## src/rtl/led_chain_driver.sv

```systemverilog
// Serial driver for a chain of up to eight one-wire RGB LEDs.
// A frame sends a snapshot of the LED colours MSB-first, LED 0 first, and then holds
// the line low for the latch gap. Requests come from the update strobe or from the
// periodic refresh timer. A request that arrives mid-frame is held as a single pending flag.
module led_chain_driver #(
    parameter int T0H_CYC     = 34,
    parameter int T1H_CYC     = 67,
    parameter int BIT_CYC     = 105,
    parameter int LATCH_CYC   = 6800,
    parameter int REFRESH_CYC = 1400000
) (
    input  logic        dataclk,
    input  logic        reset,
    input  logic        enable,
    input  logic        update,
    input  logic [3:0]  num_leds,
    input  logic [23:0] led_0,
    input  logic [23:0] led_1,
    input  logic [23:0] led_2,
    input  logic [23:0] led_3,
    input  logic [23:0] led_4,
    input  logic [23:0] led_5,
    input  logic [23:0] led_6,
    input  logic [23:0] led_7,
    output logic        led_dout,
    output logic        busy,
    output logic        frame_done
);
    localparam int CNT_MAX = (BIT_CYC > LATCH_CYC) ? BIT_CYC : LATCH_CYC;
    localparam int CNT_W   = $clog2(CNT_MAX + 1);
    localparam int REF_W   = $clog2(REFRESH_CYC + 1);

    typedef enum logic [1:0] {S_IDLE, S_HIGH, S_LOW, S_LATCH} state_t;

    state_t           r_state;
    state_t           w_state_nxt;
    logic [CNT_W-1:0] r_cnt;
    logic [REF_W-1:0] r_refresh;
    logic [23:0]      r_snap [8];
    logic [2:0]       r_last_led;
    logic [2:0]       r_led_idx;
    logic [4:0]       r_bit_idx;
    logic             r_pending;

    logic [3:0]       w_nleds;
    logic             w_refresh_exp;
    logic             w_request;
    logic             w_start;
    logic             w_bit;
    logic [CNT_W-1:0] w_high_last;
    logic             w_high_end;
    logic             w_bit_end;
    logic             w_last_bit;
    logic             w_latch_end;
    logic             w_dout_nxt;
    logic             w_busy_nxt;
    logic             w_done_nxt;

    // Chains longer than the eight colour inputs are clamped to eight.
    assign w_nleds       = (num_leds > 4'd8) ? 4'd8 : num_leds;
    assign w_refresh_exp = enable && (r_refresh == REF_W'(REFRESH_CYC - 1));
    assign w_request     = update || w_refresh_exp || r_pending;
    assign w_start       = (r_state == S_IDLE) && enable && (w_nleds != 4'd0) && w_request;

    // The bit counter runs across HIGH and LOW, so one bit always spans exactly BIT_CYC cycles.
    assign w_bit       = r_snap[r_led_idx][r_bit_idx];
    assign w_high_last = w_bit ? CNT_W'(T1H_CYC - 1) : CNT_W'(T0H_CYC - 1);
    assign w_high_end  = (r_cnt == w_high_last);
    assign w_bit_end   = (r_cnt == CNT_W'(BIT_CYC - 1));
    assign w_last_bit  = (r_bit_idx == 5'd0) && (r_led_idx == r_last_led);
    assign w_latch_end = (r_cnt == CNT_W'(LATCH_CYC - 1));

    // State register.
    always_ff @(posedge dataclk or posedge reset) begin
        if (reset) r_state <= S_IDLE;
        else       r_state <= w_state_nxt;
    end

    // Next-state decode.
    always_comb begin
        w_state_nxt = r_state;
        case (r_state)
            S_IDLE:  if (w_start)     w_state_nxt = S_HIGH;
            S_HIGH:  if (w_high_end)  w_state_nxt = S_LOW;
            S_LOW:   if (w_bit_end)   w_state_nxt = w_last_bit ? S_LATCH : S_HIGH;
            S_LATCH: if (w_latch_end) w_state_nxt = S_IDLE;
            default:                  w_state_nxt = S_IDLE;
        endcase
    end

    // Output decode. The outputs are computed from the next state so that they can be registered.
    always_comb begin
        w_dout_nxt = (w_state_nxt == S_HIGH);
        w_busy_nxt = (w_state_nxt != S_IDLE);
        w_done_nxt = (r_state == S_LATCH) && w_latch_end;
    end

    // Registered outputs. led_dout comes straight from a flop, so it cannot glitch.
    always_ff @(posedge dataclk or posedge reset) begin
        if (reset) begin
            led_dout   <= 1'b0;
            busy       <= 1'b0;
            frame_done <= 1'b0;
        end else begin
            led_dout   <= w_dout_nxt;
            busy       <= w_busy_nxt;
            frame_done <= w_done_nxt;
        end
    end

    // Snapshot at frame start, then step the cycle, bit and LED counters through the frame.
    always_ff @(posedge dataclk or posedge reset) begin
        if (reset) begin
            for (int i = 0; i < 8; i++) r_snap[i] <= '0;
            r_cnt      <= '0;
            r_led_idx  <= '0;
            r_bit_idx  <= '0;
            r_last_led <= '0;
        end else begin
            case (r_state)
                S_IDLE: begin
                    r_cnt <= '0;
                    if (w_start) begin
                        r_snap[0]  <= led_0;
                        r_snap[1]  <= led_1;
                        r_snap[2]  <= led_2;
                        r_snap[3]  <= led_3;
                        r_snap[4]  <= led_4;
                        r_snap[5]  <= led_5;
                        r_snap[6]  <= led_6;
                        r_snap[7]  <= led_7;
                        r_last_led <= 3'(w_nleds - 4'd1);
                        r_led_idx  <= '0;
                        r_bit_idx  <= 5'd23;
                    end
                end
                S_HIGH: r_cnt <= r_cnt + CNT_W'(1);
                S_LOW: begin
                    if (w_bit_end) begin
                        r_cnt <= '0;
                        if (!w_last_bit) begin
                            if (r_bit_idx == 5'd0) begin
                                r_bit_idx <= 5'd23;
                                r_led_idx <= r_led_idx + 3'd1;
                            end else begin
                                r_bit_idx <= r_bit_idx - 5'd1;
                            end
                        end
                    end else begin
                        r_cnt <= r_cnt + CNT_W'(1);
                    end
                end
                S_LATCH: r_cnt <= w_latch_end ? '0 : r_cnt + CNT_W'(1);
                default: r_cnt <= '0;
            endcase
        end
    end

    // Refresh timer and the single-entry pending request. Both are cleared while the driver is disabled.
    always_ff @(posedge dataclk or posedge reset) begin
        if (reset) begin
            r_refresh <= '0;
            r_pending <= 1'b0;
        end else if (!enable) begin
            r_refresh <= '0;
            r_pending <= 1'b0;
        end else begin
            r_refresh <= w_refresh_exp ? '0 : r_refresh + REF_W'(1);
            if (r_state == S_IDLE)
                r_pending <= 1'b0;
            else if (update || w_refresh_exp)
                r_pending <= 1'b1;
        end
    end

endmodule

```

## config.mk

```make
export PLATFORM = sky130hd
export DESIGN_NAME = led_chain_driver
export DESIGN_NICKNAME = d
export VERILOG_FILES = /design/src/rtl/led_chain_driver.sv
export SDC_FILE = /design/constraint.sdc
export NUM_CORES = 1
export LEC_CHECK = 0
export ABC_AREA = 1
export ABC_CLOCK_PERIOD_IN_PS = 10800
export CAP_MARGIN = 20
export CORE_AREA = 2 2 158 160
export CTS_CLUSTER_SIZE = 8
export DETAILED_ROUTE_END_ITERATION = 10
export DIE_AREA = 0 0 160 162
export PLACE_DENSITY = 0.75
export SYNTH_ARGS = -nofsm -noshare
export SYNTH_HDL_FRONTEND = slang
export SYNTH_SLANG_ARGS = --single-unit
```

## constraint.sdc

```tcl
create_clock -name dataclk -period 10.8 [get_ports dataclk]
set_clock_uncertainty 0.05 [all_clocks]
set_input_delay 3.24 -clock dataclk [delete_from_list [all_inputs] [get_ports dataclk]]
set_output_delay 3.24 -clock dataclk [all_outputs]
set_load 0.02 [all_outputs]
```

Yosys cells after proc, flatten, opt, wreduce, memory -nomap -nowiden
Cells that the tools add are included.
Cells by class
  add/sub/neg operators: 5
  $mul: 0
  div/mod/pow operators: 0
  $lt $le $gt $ge: 3
  equal/unequal tests: 14
  shift operators: 0
  mux-type cells: 31
  bitwise operators: 1
  reductions and logical operators: 16
Operators by type and width (count)
  $bmux 24 s3: 1
  $pmux 13 s4: 1
  $mux 24: 2
  $mux 21: 2
  $mux 13: 2
  $add 21x1->21 const B: 1
  $eq 21x21->1 const B: 1
  $mux 5: 4
  $add 13x1->13 const B: 1
  $eq 13x13->1 const B: 1
  $eq 13x7->1: 1
  $eq 13x7->1 const B: 1
  $mux 3: 4
  $mux 2: 5
  $pmux 5 s2: 1
  $ne 2x2->1 const B: 4
  $pmux 2 s4: 1
  $mux 7: 1
  $logic_and 1x1->1: 6
  $lt 5x6->1 const B: 1
  $pmux 3 s2: 1
  $bmux 1 s5: 1
  $logic_not 5->1: 1
  $reduce_and 5->1: 1
  18 further kinds: 25
Word-level totals
  register bits after elaboration: 243
  latch bits: 0
  bits in writable memories: 0
  memory bits (read-only): 0
  bits of input ports: 200
  output and inout port bits: 3
  word-level logic and storage cells: 88
  memories: 0

Logic depth before layout (Yosys ltp)
Gate-level depths: netlist of the first run.
  depth after elaboration: 11
  mapped depth: 21
  gate-level depth less buffers: 19

Worst setup path after synthesis of the first run
No wires, ideal clock.
  path type: input port to flip-flop
  start: input num_leds[0]
  end: register r_snap[155] (netlist name)
  library setup time: 0.126 ns
  arrival time: 4.830 ns
  required time: 10.624 ns
  slack: 5.794 ns
  stages: 10
  path buffers: 3
  cell sequence: o31ai_1 > nand2_1 > ha_1 > a211oi_1 > nand2_1 > buf_2 > clkinv_1 > buf_2 > buf_2 > o21ai_0
Between the ends
  word-level cells in the longest chain between the ends: 6
Ends and longest elaborated chain
  from (decl): RTL line 16  | input logic [3:0] num_leds,
  $gt 4x4->1: RTL line 60  | assign w_nleds = (num_leds > 4'd8) ? 4'd8 : num_leds;
  $mux 4 *: RTL line 60
  $reduce_bool 4->1 *: RTL line 63  | assign w_start = (r_state == S_IDLE) && enable && (w_nleds != 4'd0) && w_request;
  $logic_and 1x1->1 * (2 in series): RTL line 63
  $reduce_and 2->1 (no source line) *
  to (decl): RTL line 39  | logic [23:0] r_snap [8];
Every way passes the cells marked *; elsewhere a longest branch is shown, timed or not.
A chain may end at the register's enable or synchronous reset.

Worst setup path after layout of the first run
  start: input num_leds[0]
  end: register r_snap[115] (netlist name)
Same word-level chain as after synthesis.

==> results of run 1 <==
==> per-layer routing <==
metal	up-vias	GRT usage (%)
met5	-	0
met2	405	41.70
met4	0	8.518
met1	5016	34.15
li1	5249	-
met3	57	4.290
==> Yosys cell counts, types with 3 or more instances <==
library cell / number
dfrtp_1: 243
clkbuf_1: 25
o31ai_1: 3
o21ai_1: 3
buf_4: 4
o22ai_1: 4
nor4_1: 6
nor3b_1: 4
inv_1: 108
nor2_2: 5
nand2_1: 709
a21oi_1: 18
nor2_1: 88
buf_2: 48
nor3_2: 4
ha_1: 6
o221ai_1: 5
a211oi_1: 3
buf_6: 6
nor3_1: 14
o21ai_0: 88
nand3_1: 138
nand4_1: 4
xor2_1: 7
nand3_2: 6
o211ai_1: 3
==> critical path: cells and delay by family <==
family                     cells  cell delay (ps)
and+or+nand+nor                4              860
adders and majority gates      1              240
AOI/OAI and AO/OA              2              810
buffers and inverters          4             1910
==> registers in the layout, summed over array words and instances (netlist names) <==
signal	cells
r_refresh	21
r_last_led	3
led_dout	1
r_pending	1
r_state	2
busy	1
r_led_idx	3
frame_done	1
r_cnt	13
r_bit_idx	5
r_snap	192
==> area by class of cell <==
cell class	count	area [um2]
Inverter	114	445.4
Tap cell	324	405.4
Sequential cell	243	6086
Multi-Input combinational cell	1133	4922
Fill cell	2104	9119
Clock inverter	2	23.77
Timing Repair Buffer	212	2150
Clock buffer	39	954.7
==> per-stage QoR <==
| step | hold slack [ps] | util, % |
|---|---|---|
| after floorplan | 382.2 | - |
| after global placement | 401.2 | 57.80 |
| after detailed placement | 410.0 | 57.92 |
| after CTS | 423.3 | 61.97 |
| after global routing | 444.7 | 62.17 |
| final | 420.9 | 62.17 |
==> power by group <==
group          switching [W]  internal, W
Combinational       0.000825     0.000500
Clock               0.000381     0.000617
Sequential          0.000251      0.00130
Total                0.00146      0.00241
==> how the worst min path moves through the flow <==
stage,to,start,slack (ps)
floorplan,r_cnt[0],r_cnt[0],380
global placement,r_cnt[0],r_cnt[0],400
detailed placement,r_snap[149],r_snap[149],410
CTS,r_snap[70],r_snap[70],420
global route,r_snap[75],r_snap[75],440
finish,r_snap[70],r_snap[70],420
==> cells by family after synthesis <==
group | synth area share (%)
buffers and inverters | 7.290
AND/OR/NAND/NOR | 34.08
XOR/XNOR | 0.6647
AO/OA/AOI/OAI | 6.066
adder cells (fa/ha/maj) | 0.6330
flip-flops | 51.27
==> metrics.txt, run 1 <==
status completed; Pwr Total ~0.0039 W; Syn Std Cell Area 11860 um2; metal2 WL 15.26 mm; critical path arrival 7150 ps; Worst Setup EP r_snap[115]; total grt overflow 0; Reg clk slew, reported paths approximately 50 ps; clk root buf clkbuf_16; DR DRC count 0; Initial Util 49.20%; worst hold path class flop to flop; r2r setup slk between 7000 and 8000 ps; Peak VDD IR approximately 0.11 mV; #FFs+latches synth ~240; vias in the first global route around 11k; top sig layer met4; Nets 1946; final hold vios 0; min setup slack post-route 4040 ps; critical path type input pin to flop; setup_tns 0 ps; I/O pin cnt 203; Max Root-Sink Buffers 3; Slew @ Worst Pin 1046 ps; largest net degree at the start of global routing ~180; layout cell share with drive strength beyond 1 between 4 and 5%; delay of the slowest critical-path stage around 640 ps; Num Clock Sinks approximately 240; die area between 20000 and 30000 um2; WL final around 33 mm; global placement routability congestion 0.8660; Yosys warning total 0; n_diodes 0; RSZ-0062 raised after global routing false; GRT Overall Usage about a quarter; Core Box Area approximately 24000 um2; Async SR Flop Fraction between 90% and 100%; CP Launch Point num_leds[0]; Hold-fix buffers, CTS 0; Vias/cell ~5.2; reg-to-reg critical path endpoint r_snap[115]; setup bufs post-CTS 0; Post-Syn Area per Cell about 7.5 um2; Worst-Skew Late Latency about 510 ps; leakage power just over 7 nW; reg-to-reg startpoint r_state[1]; crit-path most repeated cell nand2_1; top cell type's share of synthesized area 51.27%; met1 WL roughly 14 mm; sequential area share after synthesis between 50% and 60%; synthesis-to-layout area growth 26.36%; CTS tree done; CP endpoint kind flop; required time of the critical path around 11000 ps; via count about 11k; die span in x about 160 um; Relative slew margins 30.25%; Post-synth EDFFs 0; DR iter-0 viols 932; number of distinct library cells after synthesis 40; highest-count cells in the layout ignoring fill and taps nand2_1, dfrtp_1, clkdlybuf4s50_1; HPWL Detailed 20.95 mm; Top FF cell, synth dfrtp_1; WL/cell ~16 um; max_cap viols 0; Reg2Reg Depth 9; Place WS 3311 ps; startpoint class of the critical path input pin; iteration count of the initial detailed-routing pass 6; initial antenna violation count 0; wire length on met3 approximately 2.2 mm; cts repair resizes 0; fin cells 2067; worst-path maximum fanout 157; Row Count 57; Final Max Slew Viols 0; Final ANT Viol Nets 0; total CTS buffers 36; part of the cycle the worst path needs 62.59%; Synth area leaders dfrtp_1, nand2_1, nand3_1, o21ai_0, inv_1; port bufs 202; htree depth 2; most common cell after layout, fill and taps aside nand2_1; number of cells produced by synthesis 1573; Die Ht approximately 160 um; placed cell count around 2.0k; Critical Path, Cell by Cell clkdlybuf4s50_1, o31ai_1, nand2_1, ha_1, a211oi_1, nand2_4, inv_6, buf_16, buf_4, nand2_1, nand2_1; minimum clock period 6760 ps; Crit-path slowest cell buf_4; Cells on Worst Hold Path 2; PD cells around 260 nW/um2; first-pass GRT wire length around 53 mm; Max Clk Rate roughly 150 MHz; largest area contributor in the synthesized netlist dfrtp_1; placed instance area 13960 um2; final setup violation count 0; net count after synthesis 1779; Final Cell Area about 15000 um2
(Power assumes the default switching activity.)
==> run 2: changes to the inputs <==
ABC_CLOCK_PERIOD_IN_PS = 5600   (was 10800)
CORE_AREA = 2 2 161 163   (was 2 2 158 160)
DIE_AREA = 0 0 163 165   (was 0 0 160 162)
clock period = 5.6 ns   (was 10.8 ns; I/O delays follow)
==> run 2 against run 1 <==
Compared with the run above:
- die area rose by 3.8%
- design area rose by 0.43%
- register-to-register slack got worse by 4600 ps
- critical path depth fell by 1
- clock power rose by 89%
- critical path type unchanged
- largest power group unchanged
- highest routed layer unchanged
==> metrics.txt, run 2 (synthesized netlist as in run 1, its figures left out) <==
via count 10.81k (+0.76%); Reg with most FFs r_snap; worst-path maximum fanout 51 (-68%); WL final 32.40 mm (-0.42%); Num Clock Sinks 243 (unchanged); Row Count 58 (+1.8%); reg-to-reg critical path endpoint led_dout; total grt overflow 0 (unchanged); Max Root-Sink Buffers 3 (unchanged); GRT Overall Usage 24.75% (-0.52 points); global placement routability congestion 0.8369 (-3.4%); clk root buf clkbuf_16; most common cell after layout, fill and taps aside nand2_1; Initial Util 47.37% (-1.8 points); Final Max Slew Viols 0 (unchanged); Reg clk slew, reported paths 50 ps (about the same); WHS Endpoint r_cnt[0]; Relative slew margins 33.00% (+2.8 points); Nets 1952 (+0.31%); Final ANT Viol Nets 0 (unchanged); Vias/cell 5.197 (+0.13%); initial antenna violation count 1 (+1); critical path arrival 4220 ps (-2930 ps); WL/cell 15.58 um (-1.0%); r2r setup slk 2650 ps (-4570 ps); minimum clock period 3857 ps; setup bufs post-CTS 0 (unchanged); max FFs per register 192 (unchanged); die span in x 163 um (+1.9%); Hold-fix buffers, CTS 0 (unchanged); min setup slack post-route 1743 ps (-2297 ps); critical path type input pin to flop; Slew @ Worst Pin 1005 ps (-41.31 ps); post-layout util 60.12% (-2.1 points); startpoint class of the critical path input pin; HPWL Detailed 21.08 mm (+0.60%); Worst-Skew Late Latency 510 ps (about the same); required time of the critical path 5960 ps (-5230 ps); Place WS 1208 ps (-2103 ps); vias in the first global route 10.56k (-2.0%); Final Cell Area 15050 um2 (+0.43%); Critical Path, Cell by Cell clkdlybuf4s50_1, o31ai_1, nand2_1, ha_1, a211oi_1, nand2_4, inv_6, buf_4, nor2_1, a31oi_1; htree depth 2 (unchanged); leakage power 7.297 nW (+0.35%); largest net degree at the start of global routing 107 (-40%); highest-count cells in the layout ignoring fill and taps nand2_1, dfrtp_1, clkdlybuf4s50_1; iteration count of the initial detailed-routing pass 5 (-1); placed instance area 14040 um2 (+0.56%); port bufs 202 (unchanged); RSZ-0062 raised after global routing false; final setup violation count 0 (unchanged); first-pass GRT wire length 53.06 mm (-0.31%); Die Ht 165 um (+1.9%); CTS tree done; Core Box Area 25040 um2 (+3.9%); final hold vios 0 (unchanged); PD cells 495.1 nW/um2 (+92%); Register Area 6086 um2 (unchanged); setup_tns 0 ps (unchanged); Max Clk Rate between 200 and 300 MHz; area occupied by multi-input gates 4922 um2 (unchanged); layout cell share with drive strength beyond 1 4.917% (+0.33 points); filler instances 2253 (+7.1%); Hold Crit Start r_cnt[0]; Reg2Reg Depth 18 (+9); die area 26900 um2 (+3.8%); I/O pin cnt 203 (unchanged); delay of the slowest critical-path stage 440 ps (-200 ps); reg-to-reg startpoint r_led_idx[0]; largest registers r_snap: 192 flops, r_refresh: 21 flops, r_cnt: 13 flops; DR DRC count 0 (unchanged); CP endpoint kind flop; total CTS buffers 36 (unchanged); status completed; synthesis-to-layout area growth 26.91%; Crit-path slowest cell clkdlybuf4s50_1; DR iter-0 viols 971 (+4.2%); Cells on Worst Hold Path 1 (-1); max_cap viols 0 (unchanged); worst hold path class flop to flop; cts repair resizes 0 (unchanged); part of the cycle the worst path needs ~69%; Peak VDD IR 0.2930 mV (+160%)
run 2: cell types whose count changed in the layout (fill, tap and decap cells not counted), sizes merged:
cell and delta:
clkbuf -1, buf +6, clkinvlp +1, clkinv -1, diode +1, inv +1
run 2: worst max path at each step:
stage,start,to,depth (start not counted)
2_1_floorplan,reset,busy,1
3_3_place_gp,num_leds[0],r_led_idx[2],14
3_5_place_dp,num_leds[0],r_led_idx[2],14
4_1_cts,num_leds[0],r_led_idx[2],14
5_1_grt,num_leds[0],r_led_idx[2],14
6_report,num_leds[0],r_last_led[0],10
run 2: worst max-delay path, delay by kind of cell:
family	cells	cell delay, ps
buffers and inverters	3	1040
AO/OA/AOI/OAI	3	950
AND/OR/NAND/NOR	3	290
adder cells (fa/ha/maj)	1	240
run 2: area by class of cell:
class	count	share of cell area [%]
clock buffers	38	6.176
inverters	114	2.934
flip-flops and latches	243	40.43
well taps	330	2.743
multi-input cells	1133	32.70
clock inverters	3	0.1663
diodes	1	0.01663
repair buffers	218	14.83
run 2: report_power, final:
| group | leakage, nW | internal (W) | switching (W) |
|---|---|---|---|
| Combinational | 3.76 | 0.000990 | 0.00164 |
| Sequential | 3.07 | 0.00250 | 0.000433 |
| Clock | 0.466 | 0.00116 | 0.000729 |
| Total | 7.30 | 0.00465 | 0.00280 |
run 2: through the flow:
stage / hold slack [ps] / instances / total power (W)
detailed placement: 411.6 / 2036 / 0.005513
global route: 443.2 / 2079 / 0.008027
floorplan: 382.2 / 1573 / 0.004750
CTS: 418.8 / 2077 / 0.007450
global placement: 403.0 / 2036 / 0.005438
finish: 418.2 / 2080 / 0.007452
run 2: per-layer routing:
| metal | track usage, % | share of wire [%] | routed length [um] |
|---|---|---|---|
| met4 | 8.769 | 2.8 | 917 |
| met5 | 0 | 0 | 0 |
| met3 | 3.968 | 7.4 | 2389 |
| met2 | 39.54 | 46 | 14950 |
| met1 | 34.41 | 44 | 14140 |
==> run 3: changes to the inputs <==
ABC_CLOCK_PERIOD_IN_PS = 3150   (was 5600)
clock period = 3.15 ns   (was 5.6 ns; I/O delays follow)
==> run 3 against run 2 <==
Compared with the run above:
- routed wire length is 0.98% higher
- largest cell class unchanged
- utilization is 1.1 points higher
- critical path depth is 5 higher
- clock power is 78% higher
- critical path type unchanged
- flip-flop and latch count stayed put
- hold slack better by 2.7 ps
- register-to-register slack worse by 2300 ps
- sequential power is 76% higher
- total power is 80% higher
- die area stayed put
- design area is 1.9% higher
- combinational power is 85% higher
==> metrics.txt, run 3 (synthesized netlist as in run 1, its figures left out) <==
status completed; most common cell after layout, fill and taps aside nand2_1; DR DRC count 0 (unchanged); Initial Util 47.37% (unchanged); Vias/cell 5.187 (-0.19%); largest net degree at the start of global routing 87 (-19%); filler instances 2226 (-1.2%); PD cells 874.3 nW/um2 (+77%); area occupied by multi-input gates 4936 um2 (+0.28%); leakage power 7.443 nW (+2.0%); crit-path most repeated cell nand2_1; iteration count of the initial detailed-routing pass 5 (unchanged); Core Box Area 25040 um2 (unchanged); Max Clk Rate 337.9 MHz; max FFs per register 192 (unchanged); largest registers r_snap: 192 flops, r_refresh: 21 flops, r_cnt: 13 flops; synthesis-to-layout area growth 29.32%; Relative slew margins 57.50% (+24 points); critical path type input pin to flop; Critical Path, Cell by Cell clkdlybuf4s50_1, o31ai_4, nand2_1, ha_1, a211oi_1, buf_4, nand2_4, o21ai_0, nand2_1, inv_2, nand2_1, inv_2, nand2_1, o21ai_0, a21oi_1; reg-to-reg startpoint r_led_idx[0]; critical path arrival 3270 ps (-950 ps); Row Count 58 (unchanged); critical path's top delay family compound AO/OA/AOI/OAI gates; WL final 32.72 mm (+0.98%); Final Cell Area 15340 um2 (+1.9%); CP endpoint kind flop; I/O pin cnt 203 (unchanged); port bufs 202 (unchanged); die span in x 163 um (unchanged); Worst-Skew Late Latency 500 ps (about the same); startpoint class of the critical path input pin; Final ANT Viol Nets 0 (unchanged); placed cell count 2061 (+1.2%); total grt overflow 0 (unchanged); global placement routability congestion 0.8544 (+2.1%); via count 10.91k (+0.92%); post-layout util 61.26% (+1.1 points); Reg clk slew, reported paths 50 ps (about the same); Fin Hold WS 420.9 ps (+2.685 ps); delay of the slowest critical-path stage 460 ps (+20 ps); DR iter-0 viols 836 (-14%); layout cell share with drive strength beyond 1 6.204% (+1.3 points); required time of the critical path 3460 ps (-2500 ps); n_diodes 0 (-1); WP buf/inv 4 (+1); Die Ht 165 um (unchanged); final hold vios 0 (unchanged); Max Root-Sink Buffers 3 (unchanged); setup bufs post-CTS 0 (unchanged); GRT Overall Usage 24.86% (+0.12 points); htree depth 2 (unchanged); worst hold path class flop to flop; Register Area 6086 um2 (unchanged); minimum clock period about 3000 ps; initial antenna violation count 0 (-1); fin cells 2103 (+1.1%); Num Clock Sinks 243 (unchanged); CTS tree done; max_cap viols 0 (unchanged); CP Launch Point num_leds[0]; Final Max Slew Viols 0 (unchanged); Crit-path slowest cell clkdlybuf4s50_1; total CTS buffers 36 (unchanged); worst-path maximum fanout 4 (-92%); vias in the first global route 10.72k (+1.5%); die area 26900 um2 (unchanged); Slew @ Worst Pin 637.5 ps (-367.5 ps); Hold-fix buffers, CTS 0 (unchanged); Nets 1975 (+1.2%); Reg with most FFs r_snap; final setup violation count 0 (unchanged); WL/cell 15.56 um (-0.13%); Peak VDD IR 0.3724 mV (+27%); first-pass GRT wire length 53.18 mm (+0.22%); Hold Crit Start r_snap[68]; clk root buf clkbuf_16; placed instance area 14370 um2 (+2.3%); HPWL Detailed 22.25 mm (+5.6%); highest-count cells in the layout ignoring fill and taps nand2_1, dfrtp_1, clkdlybuf4s50_1; Pwr Total 0.01341 W (+80%); part of the cycle the worst path needs ~94%
==> run 3: area by class of cell <==
type                            count  area share (%)
Clock buffer                       39           6.086
Clock inverter                      3          0.1632
Inverter                          114           2.880
Multi-Input combinational cell   1133           32.18
Sequential cell                   243           39.68
Tap cell                          330           2.692
Timing Repair Buffer              241           16.32
==> run 3: final timing paths <==
path	cells after the start	slack, ps	to
setup / recovery	15	190	r_led_idx[2]
hold / removal	2	420	r_snap[68]
setup reg to reg	17	360	busy
hold reg to reg	2	420	r_snap[68]
max in group asynchronous	3	1660	r_snap[146]
min in group asynchronous	3	970	r_snap[31]
==> run 3: layer usage <==
metal	track usage, %	wire length [um]
met2	41.10	15440
met1	33.65	14180
met5	0	0
met4	8.488	896
met3	3.767	2197
==> run 3: metrics by stage <==
stage	worst slack (ps)	setup TNS, ps
global placement	-299.8	-37350
floorplan	-1035	-251450
finish	190.4	0
detailed placement	-387.3	-58540
CTS	83.76	0
global route	-10.65	-10.65
==> run 3: what timing repair did <==
item / CTS / global route
hold endpoints to repair: 0 / 0
resized for setup: 0 / 2
setup endpoints to repair: 0 / 121
==> run 3: where the power goes <==
part	switching (W)	internal (W)	total [W]
registers	0.000727	0.00445	0.00517
clock network	0.00130	0.00207	0.00337
logic	0.00298	0.00188	0.00486
total	0.00501	0.00840	0.0134
==> run 3: worst reg2reg max path: stages (launching register included) <==
cell	delay, ps
dfrtp_4	600
inv_4	290
buf_12	260
nand2_1	90
nand3_1	120
nand3_1	130
nand3_1	120
nand2_1	60
inv_1	50
nand2_1	60
nand2_1	50
nand3_1	60
nand3_1	150
nand2_2	80
a21oi_2	150
nand2_1	90
a21oi_1	140
nand3_1	100
